===== src/rtl/clk_sched_pkg.sv =====
// Shared state encodings, phase-decode constants and helpers for the clock scheduler.
// Latency: n/a (package only).
// Backpressure: n/a.
package clk_sched_pkg;

    typedef enum logic [1:0] {
        ST_IDLE   = 2'd0,
        ST_SYNC   = 2'd1,
        ST_ACTIVE = 2'd2,
        ST_DRAIN  = 2'd3
    } state_e;

    // Last phase value of each strobe period; all three line up at 31.
    localparam logic [2:0] PH_4F_LAST = 3'd7;
    localparam logic [3:0] PH_2F_LAST = 4'd15;
    localparam logic [4:0] PH_F_LAST  = 5'd31;

    // Lane index of a one-hot grant vector (0 when the vector is empty).
    function automatic logic [1:0] onehot_to_idx(input logic [3:0] oh);
        logic [1:0] idx;
        idx = 2'd0;
        for (int i = 0; i < 4; i++) begin
            if (oh[i]) idx = 2'(i);
        end
        return idx;
    endfunction

endpackage


===== src/rtl/clk_sched_ctrl_rr_arb4.sv =====
// Four-lane round-robin selector: first set request at or after (ptr + 1) mod 4.
// Latency: purely combinational.
// Backpressure: none; the caller decides when to sample gnt/found.
module rr_arb4 (
    input  logic [3:0] req,
    input  logic [1:0] ptr,
    output logic [3:0] gnt,
    output logic       found
);

    logic [1:0] idx;

    // Scan from the farthest candidate back to the nearest so the nearest hit wins.
    always_comb begin
        gnt   = 4'd0;
        found = 1'b0;
        idx   = 2'd0;
        for (int i = 3; i >= 0; i--) begin
            idx = ptr + 2'd1 + 2'(i);
            if (req[idx]) begin
                gnt   = 4'b0001 << idx;
                found = 1'b1;
            end
        end
    end

endmodule


===== src/rtl/clk_sched_ctrl.sv =====
// Scheduler: f/2f/4f phase strobes, SYNC warm-up, then round-robin lane grants per 4f slot.
// Latency: grant updates one edge after the en_4f slot cycle and holds for 8 cycles.
// Backpressure: none; lane_valid is only sampled on en_4f slot cycles.
module clk_sched_ctrl
    import clk_sched_pkg::*;
#(
    parameter int SYNC_PERIODS = 4
) (
    input  logic       clk32f,
    input  logic       rst,
    input  logic       start,
    input  logic [3:0] lane_valid,
    output logic       en_4f,
    output logic       en_2f,
    output logic       en_f,
    output logic       sync_active,
    output logic [3:0] grant,
    output logic       grant_vld,
    output logic [1:0] state_o
);

    localparam logic [3:0] SYNC_LAST = 4'(SYNC_PERIODS);

    state_e     state_q, state_d;
    logic [4:0] cnt_q,   cnt_d;
    logic [3:0] per_q,   per_d;
    logic [1:0] ptr_q,   ptr_d;
    logic [3:0] grant_q, grant_d;

    logic [3:0] arb_gnt;
    logic       arb_found;
    logic       run;

    rr_arb4 u_arb (
        .req   (lane_valid),
        .ptr   (ptr_q),
        .gnt   (arb_gnt),
        .found (arb_found)
    );

    // Every output is a decode of flops only.
    assign run         = (state_q != ST_IDLE);
    assign en_4f       = run && (cnt_q[2:0] == PH_4F_LAST);
    assign en_2f       = run && (cnt_q[3:0] == PH_2F_LAST);
    assign en_f        = run && (cnt_q      == PH_F_LAST);
    assign sync_active = (state_q == ST_SYNC);
    assign grant       = grant_q;
    assign grant_vld   = |grant_q;
    assign state_o     = state_q;

    // Next-state, phase, period, pointer and grant logic.
    always_comb begin
        state_d = state_q;
        cnt_d   = run ? cnt_q + 5'd1 : 5'd0;
        per_d   = per_q;
        ptr_d   = ptr_q;
        grant_d = grant_q;

        case (state_q)
            ST_IDLE: begin
                cnt_d   = 5'd0;
                per_d   = 4'd0;
                grant_d = 4'd0;
                if (start) state_d = ST_SYNC;
            end
            ST_SYNC: begin
                grant_d = 4'd0;
                if (!start) begin
                    state_d = ST_IDLE;
                    cnt_d   = 5'd0;
                    per_d   = 4'd0;
                end else if (en_f) begin
                    per_d = per_q + 4'd1;
                    if (per_q + 4'd1 == SYNC_LAST) begin
                        state_d = ST_ACTIVE;
                        per_d   = 4'd0;
                    end
                end
            end
            ST_ACTIVE: begin
                if (en_4f) begin
                    // An empty slot clears the grant but keeps the pointer.
                    grant_d = arb_found ? arb_gnt : 4'd0;
                    if (arb_found) ptr_d = onehot_to_idx(arb_gnt);
                end
                if (!start) state_d = ST_DRAIN;
            end
            ST_DRAIN: begin
                // start is deliberately ignored until the drain completes.
                if (en_f) begin
                    state_d = ST_IDLE;
                    cnt_d   = 5'd0;
                    grant_d = 4'd0;
                end else if (en_4f) begin
                    grant_d = arb_found ? arb_gnt : 4'd0;
                    if (arb_found) ptr_d = onehot_to_idx(arb_gnt);
                end
            end
            default: state_d = ST_IDLE;
        endcase
    end

    // State registers with synchronous reset; pointer resets to 3 so lane 0 is searched first.
    always_ff @(posedge clk32f) begin
        if (rst) begin
            state_q <= ST_IDLE;
            cnt_q   <= 5'd0;
            per_q   <= 4'd0;
            ptr_q   <= 2'd3;
            grant_q <= 4'd0;
        end else begin
            state_q <= state_d;
            cnt_q   <= cnt_d;
            per_q   <= per_d;
            ptr_q   <= ptr_d;
            grant_q <= grant_d;
        end
    end

endmodule


===== config.mk =====
export PLATFORM = sky130hd
export DESIGN_NAME = clk_sched_ctrl
export DESIGN_NICKNAME = d
export VERILOG_FILES = /design/src/rtl/clk_sched_pkg.sv /design/src/rtl/clk_sched_ctrl_rr_arb4.sv /design/src/rtl/clk_sched_ctrl.sv
export SDC_FILE = /design/constraint.sdc
export NUM_CORES = 1
export LEC_CHECK = 0
export ABC_AREA = 1
export CORE_MARGIN = 1
export CORE_UTILIZATION = 35
export CTS_BUF_LIST = sky130_fd_sc_hd__clkbuf_8 sky130_fd_sc_hd__clkbuf_16
export CTS_CLUSTER_DIAMETER = 30
export DETAILED_ROUTE_END_ITERATION = 7
export SETUP_SLACK_MARGIN = 0.05
export SLEW_MARGIN = 20
export SYNTH_ARGS = -nofsm -noshare
export SYNTH_HDL_FRONTEND = slang
export SYNTH_SLANG_ARGS = --single-unit

===== constraint.sdc =====
create_clock -name clk32f -period 1.9 [get_ports clk32f]
set_clock_uncertainty 0.15 [all_clocks]
set_input_delay 0.19 -clock clk32f [delete_from_list [all_inputs] [get_ports clk32f]]
set_output_delay 0.19 -clock clk32f [all_outputs]
set_load 0.02 [all_outputs]

==> results.tsv, run 1 <==
stage	metric	value	unit
grt	vias in the first global route	1078	
sta	Final period util	93.3	%
yosys	largest family of logic cells by synthesized area	simple AND/OR/NAND/NOR gates	
drt	drt initial violations	42	
yosys	Post-synth ARST share	0	%
critical_path	CP Class	register to output pin	
cells_and_area	Area Overhead vs Synth	41.8	%
placement	number of I/O port buffers	17	
power	switch share	28.5	%
clock_network	Clk Tree Root Cell	clkbuf_8	
sta	final hold vios	0	
floorplanning	Die W	61.4	um
clock_network	CTS buffer count	3	
yosys	mapped cell area	1240	um2
yosys	Synth Warn #	0	
yosys	Post-Synth XOR/XNOR Area	2.13	%
drt	DR vias/cell	4.61	
yosys	Adder-Cell Fraction of Synth Area	9.11	%
power	Lkg Pwr	0.784	nW
drt	drt total wl	2790	um
cells_and_area	share of cells above drive strength 1	30.7	%
yosys	Syn Nets	202	
grt	first-pass GRT wire length	4340	um
yosys	Yosys cell types	25	
drt	Remaining DRCs	0	
yosys	register area share after synthesis	27.5	%
grt	initial antenna violation count	0	
clock_network	CTS Sinks	17	
placement	Placer Congestion	0.827	
critical_path	Worst setup EP type	output pin	
drt	post-route ant nets	0	
sta	Worst-Margin Slew	0.311	ns
power	part of the power in registers	45.2	%
clock_network	worst-skew pair later-pin latency	0.25	ns
floorplanning	initial core utilization	36.8	%
yosys	Top FF cell, synth	dfxtp_1	
power	combinational group share of total power	22.5	%
sta	Final Slew Violations	0	
sta	endpoints failing setup	0	
floorplanning	core area	3360	um2
clock_network	CTS tree	yes	
run	Max-Cap Viols	0	
sta	relative slew slack	79.2	%
power	maximum vdd ir drop	0.278	mV
yosys	EDFF count, synth	0	
grt	GRT Residual Overflow	0	
yosys	syn avg cell area	6.65	um2
floorplanning	die height	61.4	um
critical_path	Worst Path Max Fanout	2	
critical_path	CP required	1.56	ns
run_status	status	finished clean	
floorplanning	die area	3770	um2
sta	Final TNS setup	0	ns
yosys	mux share of post-synthesis cell area	0	%
cells_and_area	diode count	0	
critical_path	reg2reg setup slack	0.17	ns
cells_and_area	multi-input logic area	891	um2
drt	routed wire length per instance	10.3	um
yosys	top-area cell type share of the netlist area	27.5	%
cells_and_area	post-layout util	52.1	%
power	Int Pwr	0.584	mW
sta	Tmin final	1.77	ns
yosys	post-synth top area cell	dfxtp_1	
grt	total track usage	15.3	%
placement	DP Wirelength	2070	um
critical_path	Worst path max stage delay	0.34	ns
critical_path	critical path arrival	1.43	ns
clock_network	clock slew at reported path FFs	0.07	ns
critical_path	critical path's slowest cell	dfxtp_2	
floorplanning	Site Rows	21	
yosys	cell with the most instances after synthesis	nand2_1	
clock_network	Post-CTS Hold Fix Bufs	0	
yosys	Post-Synth Simple-Gate Area	42.2	%
cells_and_area	sequential cell area	348	um2
grt	pin count of the biggest net entering global routing	11	
yosys	Synth top cells by count	nand2_1 (50), inv_1 (23), nor2_1 (20), nand3_1 (19), dfxtp_1 (17)	
power	pwr dens	466	nW/um2
critical_path	CP bufs+invs	3	
worst_hold_path	Worst Hold Class	register to register	
critical_path	CP Cell Sequence	ha_4 -> buf_4 -> ha_1 -> nand2_1 -> inv_1 -> clkdlybuf4s15_1	
yosys	Compound-Gate Fraction of Synth Area	10.1	%
cells_and_area	filler instances	355	
sta	f_max	564	MHz
power	Clock Power Share	32.4	%
drt	total number of vias	1249	
power	switching power total	0.232	mW
yosys	Post-Syn Instances	186	
clock_network	maximum clock path buffer count	2	
floorplanning	IO Pins	18	
cells_and_area	NumNets Final	242	
sta	RSZ-0062 raised after global routing	yes	
critical_path	Worst setup SP type	register	
clock_network	CTS H-tree lvls	1	
critical_path	crit-path leading delay family	buffers and inverters	
drt	Pre-Repair DR Iteration Count	6	
yosys	ranking of synthesized cells by area	dfxtp_1 (28%), nand2_1 (15%), ha_1 (9.1%)	
yosys	Seq cells post-synth	17	
-- metal layers --
layer / wire length [um] / vias to the layer above / GRT usage, %
li1: - / 672 / -
met1: 1330 / 558 / 19.2
met2: 1380 / 17 / 27.2
met3: 55 / 2 / 1.26
met4: 23 / 0 / 6.03
met5: 0 / - / 0
-- tightest hold or removal path, delay by kind of cell (launching register included) --
kind,cells,cell delay (ns)
AND/OR/NAND/NOR,1,0.06
AO/OA/AOI/OAI,1,0.05
flip-flops,1,0.32
-- path summary, 6_finish.rpt --
kind	from	end	cells after the start
max	cnt_q[1]	en_4f	6
min	per_q[3]	per_q[3]	2
max reg2reg	cnt_q[1]	per_q[2]	9
min reg2reg	per_q[3]	per_q[3]	2
-- through the flow --
step / area, um2 / setup WS [ns] / std cells / power [mW] / hold WS, ns
2_1_floorplan: 1240 / 0.0548 / 186 / 0.478 / 0.283
3_3_place_gp: 1590 / -0.104 / 265 / 0.548 / 0.320
3_5_place_dp: 1590 / -0.124 / 265 / 0.548 / 0.323
4_1_cts: 1650 / 0.0188 / 269 / 0.814 / 0.336
5_1_grt: 1750 / 0.0246 / 271 / 0.856 / 0.368
6_report: 1750 / 0.127 / 271 / 0.816 / 0.336
-- layout make-up --
class                   instances  area share, %
flip-flops and latches         17           19.8
multi-input cells             140           50.8
inverters                      28           6.00
clock inverters                 1          0.286
repair buffers                 36           17.4
clock buffers                   3           2.36
well taps                      46           3.28
-- repair_timing --
item | in CTS | in global routing
gates resized for setup | 17 | 25
pin swaps | 1 | 14
buffers inserted | 0 | 2
setup endpoints to repair | 16 | 20
-- flip-flops by register name, summed over array words and instances (netlist names), named ones only --
| register | count |
|---|---|
| state_o | 1 |
| grant | 4 |
| ptr_q | 2 |
| cnt_q | 5 |
| per_q | 4 |
-- power groups by stage --
stage	logic, mW	registers [mW]	clock network [mW]
2_1_floorplan	0.0916	0.386	0
3_3_place_gp	0.172	0.376	0
3_5_place_dp	0.172	0.376	0
4_1_cts	0.172	0.368	0.274
5_1_grt	0.204	0.370	0.282
6_report	0.183	0.369	0.264
-- cells in the final DEF (no fill, tap or decap), types with 6 or more instances in the layout --
cell,Yosys,final
nor2_1,20,18
inv_1,23,19
nand2_2,4,6
buf_4,0,18
nand3_2,7,8
clkdlybuf4s50_1,0,13
nand2_1,50,47
inv_2,3,7
dfxtp_1,17,13
nand3_1,19,17
a21oi_1,7,7
-- cells by family after synthesis --
kind of cell / count (synthesis)
adder cells (fa/ha/maj): 9
flip-flops: 17
AND/OR/NAND/NOR: 108
buffers and inverters: 29
XOR/XNOR: 3
AO/OA/AOI/OAI: 20
Note: power is estimated with default switching activity, not from simulation.
==> inputs of run 2 (changes only) <==
--- a/config.mk
+++ b/config.mk
@@ -6,7 +6,7 @@
 export NUM_CORES = 1
 export LEC_CHECK = 0
 export ABC_AREA = 1
-export CORE_MARGIN = 1
+export CORE_MARGIN = 3
 export CORE_UTILIZATION = 35
 export CTS_BUF_LIST = sky130_fd_sc_hd__clkbuf_8 sky130_fd_sc_hd__clkbuf_16
 export CTS_CLUSTER_DIAMETER = 30
==> run 2 against run 1 <==
Against the previous run:
- design area rose by 2.1%
- via count rose by 2.6%
- power rose by 1.7%
- fmax rose by 0.90%
- global-route usage rose by 0.22 points
- critical path type is now register to register
- largest cell class unchanged
- highest routed layer unchanged
==> results.tsv, run 2 (synthesis gave the netlist of run 1 again) <==
stage	metric	value	unit
cells_and_area	post-layout util	55.9	%
critical_path	critical path arrival	1.75	ns
grt	GRT Residual Overflow	0	
clock_network	worst-skew pair later-pin latency	0.25	ns
floorplanning	die area	4280	um2
power	combinational group share of total power	22.1	%
cells_and_area	diode count	0	
placement	DP Cell Count	259	
cells_and_area	NumNets Final	240	
critical_path	critical path's slowest cell	dfxtp_4	
clock_network	Post-CTS Hold Fix Bufs	0	
clock_network	CTS buffer count	3	
worst_hold_path	Worst Hold Class	register to register	
worst_hold_path	WHS Path Cells	2	
clock_network	Clk Tree Root Cell	clkbuf_8	
grt	pin count of the biggest net entering global routing	11	
grt	initial antenna violation count	0	
floorplanning	die height	65.4	um
worst_hold_path	Worst Hold End	per_q[3]	
power	Lkg Pwr	0.791	nW
critical_path	Worst setup EP type	register	
clock_network	CTS tree	yes	
sta	Worst-Margin Slew	0.251	ns
power	pwr dens	463	nW/um2
power	Clock Power Share	32.4	%
floorplanning	Site Rows	20	
cells_and_area	filler instances	330	
critical_path	Critical R2R Launch	ptr_q[0]	
critical_path	Worst Path Max Fanout	8	
critical_path	CP Class	register to register	
critical_path	CP bufs+invs	2	
power	switching power total	0.247	mW
sta	Tmin final	1.76	ns
sta	Final period util	92.5	%
cells_and_area	Final Non-Filler Cells	267	
clock_network	CTS H-tree lvls	1	
drt	drt initial violations	84	
critical_path	crit-path leading delay family	simple AND/OR/NAND/NOR gates	
sta	endpoints failing setup	0	
cells_and_area	max reg flops	5	
cells_and_area	most frequent cells in the layout	nand2_1 (46), inv_1 (18), nand3_1 (16), buf_4 (16), nor2_1 (14)	
floorplanning	core area	3200	um2
drt	post-route ant nets	0	
cells_and_area	share of cells above drive strength 1	35.0	%
drt	routed wire length per instance	11.5	um
critical_path	CP Cell Sequence	inv_2 -> ha_4 -> nand3_1 -> nand2_4 -> nand2_1 -> nor2_1 -> nand2_2 -> nand3_4 -> inv_2 -> nand2_1 -> nand2_1	
sta	relative slew slack	83.1	%
sta	Final Slew Violations	0	
sta	RSZ-0062 raised after global routing	yes	
placement	Placer Congestion	0.871	
grt	total track usage	15.5	%
clock_network	maximum clock path buffer count	2	
drt	drt total wl	3070	um
power	total power draw	0.830	mW
run	Max-Cap Viols	0	
power	switch share	29.8	%
worst_hold_path	HP Start	per_q[3]	
critical_path	most frequent CP cell	nand2_1	
floorplanning	initial core utilization	38.6	%
critical_path	R2R depth	11	
critical_path	CP required	1.89	ns
drt	Pre-Repair DR Iteration Count	4	
clock_network	CTS Sinks	17	
drt	total number of vias	1282	
drt	Remaining DRCs	0	
floorplanning	IO Pins	18	
sta	final hold vios	0	
critical_path	FF-to-FF End	ptr_q[1]	
critical_path	reg2reg setup slack	0.14	ns
cells_and_area	most common cell after layout, fill and taps aside	nand2_1	
grt	first-pass GRT wire length	5290	um
sta	f_max	569	MHz
sta	Final TNS setup	0	ns
critical_path	Worst path max stage delay	0.37	ns
placement	DP Wirelength	2310	um
grt	vias in the first global route	1246	
cells_and_area	largest register by flop count	cnt_q	
sta	worst hold slack	0.334	ns
placement	number of I/O port buffers	17	
critical_path	Worst setup SP type	register	
floorplanning	Die W	65.4	um
drt	DR vias/cell	4.80	
clock_network	clock slew at reported path FFs	0.07	ns
power	maximum vdd ir drop	0.392	mV
power	part of the power in registers	45.5	%
cells_and_area	Area Overhead vs Synth	44.8	%
run_status	status	finished clean	
power	Int Pwr	0.582	mW
## run 2: final cells by class
| class | count | area (um2) | share of cell area (%) |
|---|---|---|---|
| tap | 44 | 55.1 | 3.07 |
| clock buffer | 3 | 41.3 | 2.31 |
| sequential | 17 | 349 | 19.5 |
| multi-input combinational | 140 | 943 | 52.7 |
| inverter | 28 | 108 | 6.01 |
| timing repair buffer | 34 | 289 | 16.1 |
| clock inverter | 1 | 5.00 | 0.280 |
## run 2: worst max-delay path by stage
| stage | from | depth (start not counted) | slack [ns] | endpoint |
|---|---|---|---|---|
| final | ptr_q[0] | 11 | 0.14 | ptr_q[1] |
| after global routing | cnt_q[1] | 12 | 0.03 | state_o[0] |
| after CTS | cnt_q[0] | 12 | 0.06 | state_o[0] |
| after detailed placement | cnt_q[1] | 7 | -0.14 | en_f |
| after global placement | cnt_q[0] | 7 | -0.12 | en_f |
| after floorplan | cnt_q[0] | 11 | 0.05 | state_o[0] |
## run 2: through the flow
| stage | area [um2] | setup WS (ns) |
|---|---|---|
| after floorplan | 1240 | 0.0548 |
| after global placement | 1560 | -0.117 |
| after detailed placement | 1560 | -0.136 |
| after CTS | 1670 | 0.0576 |
| after global routing | 1790 | 0.0276 |
| final | 1790 | 0.143 |
## run 2: what timing repair did
action                     4_1_cts  5_1_grt
pin swaps                        6       13
setup endpoints to repair       17       19
setup buffers                    0        4
gates resized for setup         32       26
gates cloned                     0        0
## run 2: per-layer routing
layer | vias up | routed length (um) | global-route usage (%)
met5 | - | 0 | 0
li1 | 667 | - | -
met3 | 4 | 69 | 2.56
met1 | 594 | 1440 | 19.4
met4 | 0 | 34 | 5.70
met2 | 17 | 1520 | 26.7
## run 2: power by group through the flow
stage / clock network (mW) / registers (mW) / logic (mW)
floorplan: 0 / 0.386 / 0.0916
global placement: 0 / 0.380 / 0.151
finish: 0.269 / 0.377 / 0.184
global route: 0.302 / 0.379 / 0.201
detailed placement: 0 / 0.381 / 0.155
CTS: 0.278 / 0.374 / 0.164
## run 2: worst min-delay path, stage by stage (launching register included)
cell and delay, ns:
dfxtp_1 0.32, nand2_1 0.06, a21oi_1 0.06
